File: src/rtl/peripheral_spram_clr.sv
// Single-port synchronous RAM with byte-lane writes, a registered read port and a
// hardware clear sequencer that sweeps INIT_VAL into every word after reset or on request.
module peripheral_spram_clr #(
  parameter int             AW       = 7,
  parameter int             DW       = 16,
  parameter int             MEM_SIZE = 256,
  parameter logic [DW-1:0]  INIT_VAL = '0
) (
  input  logic            ram_clk,
  input  logic            ram_rstn,
  input  logic [AW-1:0]   ram_addr,
  input  logic [DW-1:0]   ram_din,
  input  logic            ram_cen,
  input  logic [DW/8-1:0] ram_wen,
  input  logic            ram_clr,
  output logic [DW-1:0]   ram_dout,
  output logic            ram_dvalid,
  output logic            ram_busy,
  output logic            ram_err
);
  localparam int NB    = DW / 8;
  localparam int DEPTH = MEM_SIZE / NB;
  localparam int PW    = (DEPTH > 1) ? $clog2(DEPTH) : 1;

  typedef enum logic {CLEAR, IDLE} state_t;

  state_t          state_q, state_d;
  logic [PW-1:0]   clr_ptr_q, clr_ptr_d;
  logic [DW-1:0]   dout_q, dout_d;
  logic            dvalid_q, dvalid_d;
  logic            err_q, err_d;

  logic [DW-1:0]   mem [DEPTH];
  logic [PW-1:0]   idx;
  logic            in_range, sweep_we, acc_we;

  // Upper address bits only matter for the range check; no aliasing into the array.
  assign idx      = ram_addr[PW-1:0];
  assign in_range = 32'(ram_addr) < 32'(DEPTH);

  always_comb begin
    state_d   = state_q;
    clr_ptr_d = clr_ptr_q;
    dout_d    = dout_q;
    dvalid_d  = 1'b0;
    err_d     = 1'b0;
    sweep_we  = 1'b0;
    acc_we    = 1'b0;

    case (state_q)
      CLEAR: begin
        sweep_we = 1'b1;
        if (ram_clr) begin
          clr_ptr_d = '0;
        end else if (clr_ptr_q == PW'(DEPTH - 1)) begin
          clr_ptr_d = '0;
          state_d   = IDLE;
        end else begin
          clr_ptr_d = clr_ptr_q + PW'(1);
        end
      end
      default: begin
        if (ram_clr) begin
          state_d   = CLEAR;
          clr_ptr_d = '0;
        end
      end
    endcase

    // Busy or colliding-with-clear accesses are dropped; dout keeps its value.
    if (!ram_cen) begin
      if (state_q != IDLE || ram_clr) begin
        err_d = 1'b1;
      end else if (!in_range) begin
        dout_d   = '0;
        dvalid_d = 1'b1;
        err_d    = 1'b1;
      end else begin
        dout_d   = mem[idx];
        dvalid_d = 1'b1;
        acc_we   = 1'b1;
      end
    end
  end

  always_ff @(posedge ram_clk or negedge ram_rstn) begin
    if (!ram_rstn) begin
      state_q   <= CLEAR;
      clr_ptr_q <= '0;
      dout_q    <= '0;
      dvalid_q  <= 1'b0;
      err_q     <= 1'b0;
    end else begin
      state_q   <= state_d;
      clr_ptr_q <= clr_ptr_d;
      dout_q    <= dout_d;
      dvalid_q  <= dvalid_d;
      err_q     <= err_d;
    end
  end

  // Array has no reset; the sweep is its only initialisation.
  always_ff @(posedge ram_clk) begin
    if (sweep_we) begin
      mem[clr_ptr_q] <= INIT_VAL;
    end else if (acc_we) begin
      for (int i = 0; i < NB; i++) begin
        if (!ram_wen[i]) mem[idx][8*i +: 8] <= ram_din[8*i +: 8];
      end
    end
  end

  assign ram_dout   = dout_q;
  assign ram_dvalid = dvalid_q;
  assign ram_err    = err_q;
  assign ram_busy   = (state_q == CLEAR);
endmodule

File: config.mk
export PLATFORM = sky130hd
export DESIGN_NAME = peripheral_spram_clr
export DESIGN_NICKNAME = d
export VERILOG_FILES = /design/src/rtl/peripheral_spram_clr.sv
export SDC_FILE = /design/constraint.sdc
export NUM_CORES = 2
export LEC_CHECK = 0
export CAP_MARGIN = 25
export CORE_UTILIZATION = 37
export DETAILED_ROUTE_END_ITERATION = 16
export DONT_BUFFER_PORTS = 1
export SLEW_MARGIN = 20
export SYNTH_ARGS = -nofsm -noshare
export SYNTH_HDL_FRONTEND = slang
export SYNTH_SLANG_ARGS = --single-unit
File: constraint.sdc
create_clock -name ram_clk -period 5.09 [get_ports ram_clk]
set_input_delay 1.018 -clock ram_clk [delete_from_list [all_inputs] [get_ports ram_clk]]
set_output_delay 1.018 -clock ram_clk [all_outputs]
set_load 0.01 [all_outputs]
# Yosys cells after proc, flatten, opt, wreduce, memory -nomap -nowiden
# Memory sizes are Yosys's and may differ from the RTL's. A register that Yosys moved wholly into a read port is not among the register bits.
# Index checks and enable logic that the tools add are counted.
# totals
elab_cells,39
output_inout_bits,19
mem_bits_rw,2048
reg_bits,10
mem_count,1
# mem_list
name,words,width,rd,rd_clocked_by_memory_dff,wr,line,rtl
mem,128,16,1,1,1,33,logic [DW-1:0] mem [DEPTH];
# op_classes
n_bitwise,3
eq_ne,2
n_addsub,1
muxes,24
reduce_logical,4
# ops
operator,count
two-way mux 7 bit,5
two-way mux 1 bit,17
two-way mux 16 bit,1
OR reduction 16 bit,1
adder 7 x 1 -> 7 bit (second input constant),1
equality test 7 bit (second input constant),1
NOT 1 bit,3
two-way mux 2 bit,1
inequality test 2 bit (second input constant),1
AND reduction 2 bit,1
logical NOT 1 bit,1
logical OR 1 bit,1

# Logic depth before layout (Yosys ltp)
# logic_depth
ltp_word,9
ltp_mapped,12
ltp_nobuf,7

# Worst setup path after synthesis
# Ideal clock, no wire load.
# synth_timing
kind,input -> register
startpoint,input port ram_clr
endpoint,"memory mem[0][10], data pin"
setup_ns,0.535
arrival_ns,3.736
required_time_ns,4.555
n_path_buf,3
stages,6
slack_ns,0.819
path_cell_list,or3b_1 -> buf_2 -> a21oi_2 -> buf_2 -> clkbuf_1 -> and2_1
# synth_via
elab_chain_len,8
# synth_lines
element,line,rtl
from (decl),15,"input logic ram_clr,"
logical OR 1 bit *,72,if (state_q != IDLE || ram_clr) begin
two-way mux 1 bit *,72,
two-way mux 1 bit *,71,if (!ram_cen) begin
two-way mux 1 bit,106,end else if (acc_we) begin
two-way mux 1 bit,104,if (sweep_we) begin
two-way mux 1 bit (implied by the code),108,if (!ram_wen[i]) mem[idx][8*i +: 8] <= ram_din[8*i +: 8];
OR reduction 16 bit (no source line) *,--,
two-way mux 16 bit (no source line) *,--,
to (decl),33,
# Every way passes the cells marked *; elsewhere a longest branch is shown, timed or not.

# Final worst setup path
# layout_timing
startpoint,register state_q
endpoint,"memory mem[3][8], enable pin"
# layout_via
elab_chain_len,9
# layout_lines
element,line,rtl
from (decl),27,"state_t state_q, state_d;"
from (signal assigned),94,state_q <= state_d;
NOT 1 bit,--,
logical OR 1 bit,72,
two-way mux 1 bit,72,
two-way mux 1 bit,71,
two-way mux 1 bit,106,
two-way mux 1 bit,104,
two-way mux 1 bit (implied by the code),108,
OR reduction 16 bit (no source line),--,
two-way mux 7 bit (no source line) or two-way mux 2 bit (tied branches),--,
# Several ways; a longest one is shown, not always the timed one.

==> results_dict.tcl <==
set metrics [dict create \
    ir_drop_v 0.0002892 \
    seq_area_mm2 0.06215 \
    yosys.area.top_type "edfxtp_1" \
    core_area_mm2 0.2172 \
    grt.total_usage_pct 18.91 \
    final_cells 7252 \
    num-fill-cells 18508 \
    worst_slack_ns 0.9815 \
    io_pins 48 \
    routed-via-count 40640 \
    grt_max_degree 392 \
    period_needed_ns 4.108 \
    cts_root_buf "clkbuf_16" \
    synth_edf_count 2048 \
    vias_per_cell 5.604 \
    timing_hold_violations_final 0 \
    drc 0 \
    netlist-cell-type-count 62 \
    grt_pass1_vias 40870 \
    place_congestion 0.8259 \
    maxSlewViolCount 0 \
    layout_commonest_cell "edfxtp_1" \
    start_util_pct 37.23 \
    placement.io_buffers 0 \
    drt_wl_total_mm 211.3 \
    power.density_mw_per_mm2 378.2 \
    hpwlAfterDp_mm 125.0 \
    yosys_warnings 0 \
    hp-class "in2reg" \
    worstPathRequired_ns 5.54 \
    crit_path_end_kind "flip-flop" \
    first_pass_iters 5 \
    cp_data_arrival_time_ns 4.56 \
    async_flop_share_pct 1.254 \
    cts_tree "done" \
    wl_per_cell_um 29.13 \
    num_rows 171 \
    worstMarginPinSlew_ns 1.195 \
    finClkSkew_ns 0.04507 \
    grt_pass1_wl_mm 302.4 \
    synthTopCellsByArea "edfxtp_1 (76%), mux4_2 (11%), mux2i_1 (3.2%), nor2_1 (1.5%), dfrtp_1 (0.80%)" \
    cts_made_buffers 203 \
    drive_above_1_share_pct 23.08 \
    yosys_register_bits 2074 \
    area_growth_pct 14.06 \
    syn_inst 3993 \
    synth_area_per_cell_um2 20.25 \
    mostFrequentLayoutCells "edfxtp_1 (2048), mux4_2 (395), nor2_1 (322)" \
    multi_input_area_mm2 0.01729 \
    total_power_mw 34.88 \
    seq_area_frac_synth_pct 76.86 \
    fin_crit_sh_pct 80.72 \
    antenna_found_initial 7 \
    leakagePower_nw 25.65 \
    cts_buffer_depth 3 \
    cp_max_fo 20 \
    synth_top_area_share_pct 76.06 \
    syn_nets 4023 \
    fmax_ghz 0.2434 \
    critPathKind "reg2reg" \
    status "finished clean" \
    clk_pin_slew_ns 0.06 \
    clock_latency_ns 0.87 \
    syn-cell-area_mm2 0.08086 \
    rsz0062_at_grt "false" \
    cts.sinks 2074 \
    fin_util_pct 42.47 \
    drt_iter0_drc 5042 \
    tns_ns 0 \
    place_ws_ns 0.2927 \
    die_y_um 469.5 \
    cts_resized 0 \
    postRouteAntennaNets 0 \
    relSlewSlack_pct 20.30 \
    fin_nets 4244 \
    setup_violations 0 \
    dieWidth_um 469.5 \
    die_area_mm2 0.2204 \
    dp.cells 6861 \
    start_kind "flip-flop" \
    postCtsSetupBuffers 0 \
    synth_ff_type "edfxtp_1" \
    maxCapViolCount 0 \
    grt.overflow.total 0 \
    htreeDepth 4 \
]
-- cell usage after synthesis (13+ instances only) --
library cell	count
o21ai_1	16
o221ai_1	34
a211oi_1	24
and2_1	33
buf_4	24
o41ai_1	16
o21ai_0	33
a311oi_1	13
nand2_1	134
nand2b_1	14
clkbuf_1	85
mux4_2	395
mux2i_1	256
o32ai_1	15
a221o_1	17
a221oi_1	31
a21oi_1	42
edfxtp_1	2048
dfrtp_1	26
o22ai_1	83
nor2_1	324
buf_6	45
buf_2	80
a22oi_1	22
a31oi_1	15
mux2_2	23
nand3_1	18
nor3_1	23
-- stage by stage --
stage | hold WS [ns] | cell area (µm²)
final | 0.2085 | 92220
after global routing | 0.1805 | 92220
after CTS | 0.1371 | 92200
after detailed placement | 0.6219 | 85410
after global placement | 0.6117 | 85230
after floorplan | 0.5244 | 80860
-- flip-flops by register name, summed over array words and instances, names as in the netlist --
signal and flops:
mem 2048, ram_dout 16, clr_ptr_q 7, state_q 1, ram_dvalid 1, ram_err 1
-- critical path, cell delays in order, from the launching register on --
cell	delay [ns]
dfrtp_1	0.55
or3b_2	0.77
a21oi_4	0.49
buf_4	0.33
nand2_1	0.08
o31ai_1	0.18
nand2_2	0.54
nor2_1	0.74
-- logic make-up (layout without fill, tap and decap cells) --
kind of cell | count (synthesis) | in the layout | synth area share [%]
other cells | 0 | 9 | 0
compound gates | 411 | 411 | 3.723
simple gates | 579 | 579 | 3.014
buf+inv | 253 | 649 | 1.882
fa+ha+maj | 1 | 1 | 0.01547
xor+xnor | 1 | 1 | 0.01083
flops | 2074 | 2074 | 76.86
mux | 674 | 674 | 14.49
-- cell type report --
cell class	instances	area share, %
repair buffers	263	2.604
clock inverters	131	1.606
clock buffers	249	5.728
diodes	9	0.02442
multi-input cells	1666	18.74
well taps	2854	3.872
inverters	6	0.02985
flip-flops and latches	2074	67.39
-- repair_timing --
item | CTS | global route
hold buffers | 2 | 0
setup endpoints to repair | 0 | 0
endpoints found under the hold margin | 26 | 0
-- report_power, final --
part | switching (mW) | internal [mW]
clock | 6.58 | 8.61
combinational | 0.689 | 0.412
sequential | 0.0542 | 18.5
total | 7.32 | 27.6
-- metal layers --
metal  routed length [µm]  part of all wire [%]  track usage [%]  vias up
li1                     -                     -                -    16961
met1                87740                    42            26.15    21673
met2               102000                    48            30.47     1735
met3                15140                   7.2            3.019      271
met4                 6383                   3.0            6.335        0
met5                    0                     0                0        -
-- path summary, 6_finish.rpt --
path / start / endpoint / slack (ns) / cells past startpoint
worst min register to register: clr_ptr_q[5] / clr_ptr_q[5] / 0.64 / 1
worst max-delay path: state_q / mem[3][8] / 0.98 / 7
min in group asynchronous: ram_rstn / ram_err / 0.58 / 2
max in group asynchronous: ram_rstn / ram_dout[7] / 4.29 / 2
worst min-delay path: ram_cen / ram_err / 0.21 / 1
worst max register to register: state_q / mem[3][8] / 0.98 / 7
No activity file was read; power rests on OpenSTA's default activity.
